`src/rtl/usb_ep_fifo_bank.sv`:
```
`timescale 1ns/1ps
// usb_ep_fifo_bank: per-endpoint IN/OUT byte FIFOs for bulk endpoints, with DATA0/1
// tracking. A packet is committed only on a successful transaction; otherwise it is rolled back.
module usb_ep_fifo_bank #(
  parameter int N_EP       = 2,
  parameter int DEPTH_LOG2 = 7,
  parameter int MAX_PKT    = 64
) (
  input  logic              clk,
  input  logic              rst,
  input  logic              usb_rst,
  input  logic [3:0]        endpoint,
  input  logic              transaction_active,
  input  logic              direction_in,
  input  logic              setup,
  input  logic              data_strobe,
  input  logic              success,
  input  logic [7:0]        data_out,
  output logic [7:0]        data_in,
  output logic              data_in_valid,
  output logic [1:0]        handshake,
  output logic              data_toggle,
  input  logic [N_EP-1:0]   in_wr_en,
  input  logic [8*N_EP-1:0] in_wr_data,
  output logic [N_EP-1:0]   in_full,
  input  logic [N_EP-1:0]   out_rd_en,
  output logic [8*N_EP-1:0] out_rd_data,
  output logic [N_EP-1:0]   out_empty
);
  localparam int DEPTH = 1 << DEPTH_LOG2;
  localparam int PW    = DEPTH_LOG2 + 1;
  localparam int EPW   = (N_EP > 1) ? $clog2(N_EP) : 1;

  typedef logic [PW-1:0] ptr_t;
  typedef enum logic [2:0] {S_IDLE, S_IN, S_OUT, S_STALL, S_FIN} state_t;

  localparam ptr_t DEPTH_P = ptr_t'(DEPTH);
  localparam ptr_t MAX_P   = ptr_t'(MAX_PKT);
  localparam logic [1:0] HS_ACK   = 2'b00;
  localparam logic [1:0] HS_NAK   = 2'b10;
  localparam logic [1:0] HS_STALL = 2'b11;

  state_t          state;
  logic [EPW-1:0]  ep;
  ptr_t            shadow, cnt, bcnt;
  logic            ovf;
  logic [N_EP-1:0] toggle_in, toggle_out;

  ptr_t in_wr  [N_EP];
  ptr_t in_rd  [N_EP];
  ptr_t out_wr [N_EP];
  ptr_t out_rd [N_EP];
  ptr_t in_wr_nxt  [N_EP];
  ptr_t in_rd_nxt  [N_EP];
  ptr_t out_wr_nxt [N_EP];
  ptr_t out_rd_nxt [N_EP];

  logic [7:0] in_mem  [N_EP][DEPTH];
  logic [7:0] out_mem [N_EP][DEPTH];

  logic [EPW-1:0] tok_ep;
  logic           tok_bad;
  ptr_t           tok_level, tok_cnt, tok_free;
  logic           in_strobe, out_write, commit_in, commit_out;

  // Token decode uses committed pointers; the shadow pointer only exists for the latched endpoint.
  always_comb begin
    tok_ep     = endpoint[EPW-1:0];
    tok_bad    = setup || (endpoint >= 4'(N_EP));
    tok_level  = in_wr[tok_ep] - in_rd[tok_ep];
    tok_cnt    = (tok_level > MAX_P) ? MAX_P : tok_level;
    tok_free   = DEPTH_P - (out_wr[tok_ep] - out_rd[tok_ep]);
    in_strobe  = (state == S_IN) && transaction_active && data_strobe && (cnt != '0);
    out_write  = (state == S_OUT) && transaction_active && data_strobe &&
                 (handshake == HS_ACK) && (bcnt < MAX_P);
    commit_in  = (state == S_IN) && !transaction_active && success && (handshake == HS_ACK);
    commit_out = (state == S_OUT) && !transaction_active && success &&
                 (handshake == HS_ACK) && !ovf;
    for (int i = 0; i < N_EP; i++) begin
      in_wr_nxt[i]  = in_wr[i];
      out_rd_nxt[i] = out_rd[i];
      if (in_wr_en[i] && !in_full[i])
        in_wr_nxt[i] = in_wr[i] + ptr_t'(1);
      if (out_rd_en[i] && !out_empty[i])
        out_rd_nxt[i] = out_rd[i] + ptr_t'(1);
      in_rd_nxt[i]  = (commit_in && (ep == EPW'(i))) ? shadow : in_rd[i];
      out_wr_nxt[i] = (commit_out && (ep == EPW'(i))) ? shadow : out_wr[i];
    end
  end

  always_comb begin
    data_in     = (state == S_IN) ? in_mem[ep][shadow[DEPTH_LOG2-1:0]] : 8'h00;
    out_rd_data = '0;
    for (int i = 0; i < N_EP; i++)
      out_rd_data[8*i +: 8] = out_mem[i][out_rd[i][DEPTH_LOG2-1:0]];
  end

  always_ff @(posedge clk) begin
    for (int i = 0; i < N_EP; i++)
      if (in_wr_en[i] && !in_full[i])
        in_mem[i][in_wr[i][DEPTH_LOG2-1:0]] <= in_wr_data[8*i +: 8];
    if (out_write)
      out_mem[ep][shadow[DEPTH_LOG2-1:0]] <= data_out;
  end

  always_ff @(posedge clk) begin
    if (rst || usb_rst) begin
      state         <= S_IDLE;
      ep            <= '0;
      shadow        <= '0;
      cnt           <= '0;
      bcnt          <= '0;
      ovf           <= 1'b0;
      handshake     <= HS_NAK;
      data_in_valid <= 1'b0;
      data_toggle   <= 1'b0;
      toggle_in     <= '0;
      toggle_out    <= '0;
      in_full       <= '0;
      out_empty     <= '1;
      for (int i = 0; i < N_EP; i++) begin
        in_wr[i]  <= '0;
        in_rd[i]  <= '0;
        out_wr[i] <= '0;
        out_rd[i] <= '0;
      end
    end else begin
      // Flags come from next-state pointers so they are exact for the following cycle.
      for (int i = 0; i < N_EP; i++) begin
        in_wr[i]     <= in_wr_nxt[i];
        in_rd[i]     <= in_rd_nxt[i];
        out_wr[i]    <= out_wr_nxt[i];
        out_rd[i]    <= out_rd_nxt[i];
        in_full[i]   <= (in_wr_nxt[i] - in_rd_nxt[i]) == DEPTH_P;
        out_empty[i] <= (out_wr_nxt[i] == out_rd_nxt[i]);
      end
      if (commit_in)
        toggle_in[ep] <= ~toggle_in[ep];
      if (commit_out)
        toggle_out[ep] <= ~toggle_out[ep];

      case (state)
        S_IDLE: begin
          if (transaction_active) begin
            ep   <= tok_ep;
            bcnt <= '0;
            ovf  <= 1'b0;
            if (tok_bad) begin
              state         <= S_STALL;
              handshake     <= HS_STALL;
              data_in_valid <= 1'b0;
            end else if (direction_in) begin
              state         <= S_IN;
              shadow        <= in_rd[tok_ep];
              cnt           <= tok_cnt;
              handshake     <= (tok_cnt == '0) ? HS_NAK : HS_ACK;
              data_in_valid <= (tok_cnt != '0);
              data_toggle   <= toggle_in[tok_ep];
            end else begin
              state         <= S_OUT;
              shadow        <= out_wr[tok_ep];
              cnt           <= '0;
              handshake     <= (tok_free < MAX_P) ? HS_NAK : HS_ACK;
              data_in_valid <= 1'b0;
              data_toggle   <= toggle_out[tok_ep];
            end
          end
        end
        S_IN: begin
          if (!transaction_active) begin
            state         <= S_FIN;
            data_in_valid <= 1'b0;
          end else if (in_strobe) begin
            shadow <= shadow + ptr_t'(1);
            cnt    <= cnt - ptr_t'(1);
            if (cnt == ptr_t'(1))
              data_in_valid <= 1'b0;
          end
        end
        S_OUT: begin
          if (!transaction_active)
            state <= S_FIN;
          else if (data_strobe && (handshake == HS_ACK)) begin
            if (bcnt < MAX_P) begin
              shadow <= shadow + ptr_t'(1);
              bcnt   <= bcnt + ptr_t'(1);
            end else
              ovf <= 1'b1;
          end
        end
        S_STALL: begin
          if (!transaction_active)
            state <= S_FIN;
        end
        S_FIN: begin
          state         <= S_IDLE;
          data_in_valid <= 1'b0;
        end
        default: state <= S_IDLE;
      endcase
    end
  end
endmodule

```
`config.mk`:
```
export PLATFORM = sky130hd
export DESIGN_NAME = usb_ep_fifo_bank
export DESIGN_NICKNAME = d
export VERILOG_FILES = /design/src/rtl/usb_ep_fifo_bank.sv
export SDC_FILE = /design/constraint.sdc
export NUM_CORES = 2
export LEC_CHECK = 0
export BUFFER_PORTS_ARGS = -buffer_cell sky130_fd_sc_hd__buf_4
export CAP_MARGIN = 20
export CORE_ASPECT_RATIO = 2
export CORE_MARGIN = 2
export CORE_UTILIZATION = 59
export CTS_BUF_LIST = sky130_fd_sc_hd__clkbuf_2
export DETAILED_ROUTE_END_ITERATION = 8
export HOLD_SLACK_MARGIN = 0.05
export PLACE_DENSITY = 0.78
export SETUP_SLACK_MARGIN = 0.4
export SYNTH_ARGS = -nofsm -noshare
export SYNTH_HDL_FRONTEND = slang
export SYNTH_MEMORY_MAX_BITS = 65536
export SYNTH_SLANG_ARGS = --single-unit
```
`constraint.sdc`:
```
create_clock -name clk -period 3.7 [get_ports clk]
set_input_delay 0.74 -clock clk [delete_from_list [all_inputs] [get_ports clk]]
set_output_delay 0.74 -clock clk [all_outputs]
set_load 0.1 [all_outputs]
```
==> reports/metrics.cfg <==
[power_and_ir_drop]
p_leak_nw = 61.9
power.density_mw_per_mm2 = 428
ir_worst_vdd_uv = 473

[routing]
drt_first_pass_iters = 8
drt_iter0_drc = 15100
ant_nets = 0
route.detailed.drc = 0
viasPerCell = 6.73
finalWirelength_um = 474000
wl_per_cell_um = 34.1
vias = 93800

[setup_path]
path_cells = buf_12 -> buf_12 -> buf_16 -> buf_6 -> mux4_2 -> and3_4 -> a2111oi_4 -> o2111ai_4 -> a2111oi_4 -> a31oi_4 -> buf_12
cp_num_buf_inv = 5
cp_slowest_cell = a2111oi_4
critPathArrivalTime_ns = 5.39
required_ns = 2.96
cpMostUsedCell = buf_12
cp_top_family = compound AO/OA/AOI/OAI gates
critPathCaptureType = primary output
rr_worst_depth = 12
start_kind = flop
r2r-start = handshake[1]
worstSetupPathType = flop to primary output
reg2reg_slack_ns = 0.32
crit_fanout = 5
slowest_delay_ns = 0.55
r2r_end = in_full[1]

[timing]
drv_slew = 0
fmax_mhz = 163
min_period_over_period = 1.66
maxSlewHeadroom = 0.198
rsz0062_at_grt = true
final-setup-viol-count = 24
fin_setup_tns_ns = -47.46
fin_ws_ns = -2.43
tightestPinTransition_ns = 1.20
min_period_ns = 6.13
clock_skew_ns = 0.171
hold_violations = 0

[die]
die_y_um = 751
rows = 274
core_mm2 = 0.278
pin_count = 72
die_w_um = 377
fp.dieArea_mm2 = 0.283
initial_utilization = 0.592

[logic_synthesis]
synth_common_cells = 4096 x edfxtp_1, 1123 x mux4_2, 646 x nor2_1, 269 x clkbuf_1, 192 x mux2i_1
ys_seq_elements = 4202
syn_avg_cell_area_um2 = 21.1
yosys.cell_count.top_type = edfxtp_1
postSynth.asyncResetShare = 0
synth.distinct_cells = 83
synth-compound-area-share = 0.0206
yosys.area_share.simple = 0.0322
yosys_warnings = 0
synth.area.top_cells = edfxtp_1 75%, mux4_2 15%, nor2_1 1.5%
synth_flop_cell = edfxtp_1
synth_fp_nets = 7866
synth_top_family_by_area = multiplexers
ys_seq_area_frac = 0.761
synth.area.mux_share = 0.167
synthAdderAreaFrac = 0.00324
synth_top_area_frac = 0.748
syn_inst = 7784
syn_area_mm2 = 0.164
synth-xor-area-share = 0.00365
synth_top_area_cell = edfxtp_1
synth_edf_count = 4096

[clocking]
clk_pin_slew_ns = 0.13
clock_latency_ns = 1.97
root_buffer = clkbuf_2
cts_max_path_buffers = 4
clock-sinks = 4202
ctsHtreeMaxLevel = 6
cts_made_buffers = 842
tritoncts = yes

[grt]
grt_usage = 0.336
antenna_found_initial = 21
grt_max_degree = 129
overflow = 0
grt_pass1_vias = 94700
grt_pass1_wl_um = 671000

[min_path]
holdPathEnd = out_mem[1][126]
hold_start = data_out[6]
worstHoldPathCells = 2
hold_class = input port to flop

[status]
violations = negative setup slack
run_status = complete, but fails checks

[placement]
gp_congestion = 1.02
io_buffers = 71
dp_hpwl_um = 292000

[layout]
drive_gt1_frac = 0.398
areaGrowthSynthToFinish_pct = 16.8
fillers = 16400
fin_util = 0.691
nets = 9741

[run]
drv_cap = 0

## worst max-delay path by stage
| stage | end | start | cells after the start |
|---|---|---|---|
| CTS | data_in[4] | flop | 11 |
| global route | data_in[4] | flop | 12 |
| global placement | data_in[4] | flop | 11 |
| finish | data_in[4] | flop | 11 |
| detailed placement | data_in[4] | flop | 12 |
| floorplan | in_full[1] | transaction_active | 13 |
## cell type report
cell class / instances / area (um^2) / share of cell area
diodes: 20 / 50.0 / 0.000261
clock buffers: 1155 / 5780 / 0.0301
clock inverters: 350 / 2080 / 0.0108
inverters: 12 / 46.3 / 0.000241
multi-input cells: 3109 / 39000 / 0.203
flip-flops and latches: 4202 / 125000 / 0.652
well taps: 3588 / 4490 / 0.0234
repair buffers: 1492 / 15400 / 0.0801
## timing repair
item | in CTS | in global routing
pin swaps | 56 | 41
gates resized for setup | 351 | 94
hold endpoints to repair | 4542 | 0
cloned | 20 | 2
setup buffers | 100 | 37
endpoints found under the setup margin | 34 | 261
hold buffers | 102 | 0
## worst reg2reg max path, stage by stage, from the launching register on
cell       delay, ns
dfxtp_2         0.35
or4b_4          0.59
or3_4           0.41
nor2_4          0.10
a21oi_2         0.04
ha_1            0.28
nor2b_1         0.13
o21ai_1         0.12
nand2b_1        0.10
a211oi_2        0.19
nor2_1          0.09
or4_1           0.50
a2111oi_2       0.36
## per-stage QoR
step                      setup WS, ns  hold slack, ns  power [mW]  std cells  instance area, um^2
after global routing             -2.37           0.162        84.5      13900               192000
after CTS                        -2.32          0.0548        82.3      13900               191000
after detailed placement        -0.858           0.474        55.2      12100               179000
after global placement          -0.870           0.459        55.2      12100               179000
final                            -2.43          0.0987        82.2      13900               192000
after floorplan                 -0.109           0.438        53.9       7784               166000
## where the power goes
group / internal (mW) / switching (mW) / total (mW)
Clock: 10.2 / 17.5 / 27.6
Combinational: 0.772 / 1.67 / 2.45
Sequential: 52.1 / 0.0165 / 52.1
Total: 63.0 / 19.2 / 82.2
## logic make-up after synthesis
| group | count (synthesis) |
|---|---|
| xor gates and xnor gates | 67 |
| AOI/OAI and AO/OA | 476 |
| DFF | 4202 |
| buffers and inverters | 473 |
| and+or+nand+nor | 1182 |
| adders and majority gates | 42 |
| muxes | 1342 |
## routing by layer
layer  vias up  wire length (um)  share of wire  GRT usage
met1     47100            153000           0.32      0.435
met4        20             29700          0.063      0.179
li1      36800                 -              -          -
met3      1601             68100           0.14      0.101
met5         -               391        0.00082    0.00731
met2      8212            223000           0.47      0.518
## state kept, by name (all words and copies together) (netlist names), named ones only
| signal | cells |
|---|---|
| toggle_out | 2 |
| toggle_in | 2 |
| in_wr | 16 |
| out_wr | 16 |
| cnt | 8 |
| state | 3 |
| bcnt | 8 |
| out_mem | 2048 |
| out_empty | 2 |
| data_toggle | 1 |
| out_rd | 16 |
| in_rd | 16 |
| in_mem | 2048 |
| data_in_valid | 1 |
| shadow | 8 |
| ep | 1 |
| in_full | 2 |
| handshake | 2 |
| ovf | 1 |
## layout by cell type (no fill, tap or decap), types with 79 or more instances in the layout
master            n
buf_4          1082
nand2_1         168
clkbuf_2       1155
dfxtp_1          79
edfxtp_1       4096
mux4_2         1123
buf_12          206
nor2_1          630
clkinv_1        227
dlygate4sd3_1    80
nand3_1          94
mux2i_1         168
a22oi_1         115
(Power assumes the default switching activity.)
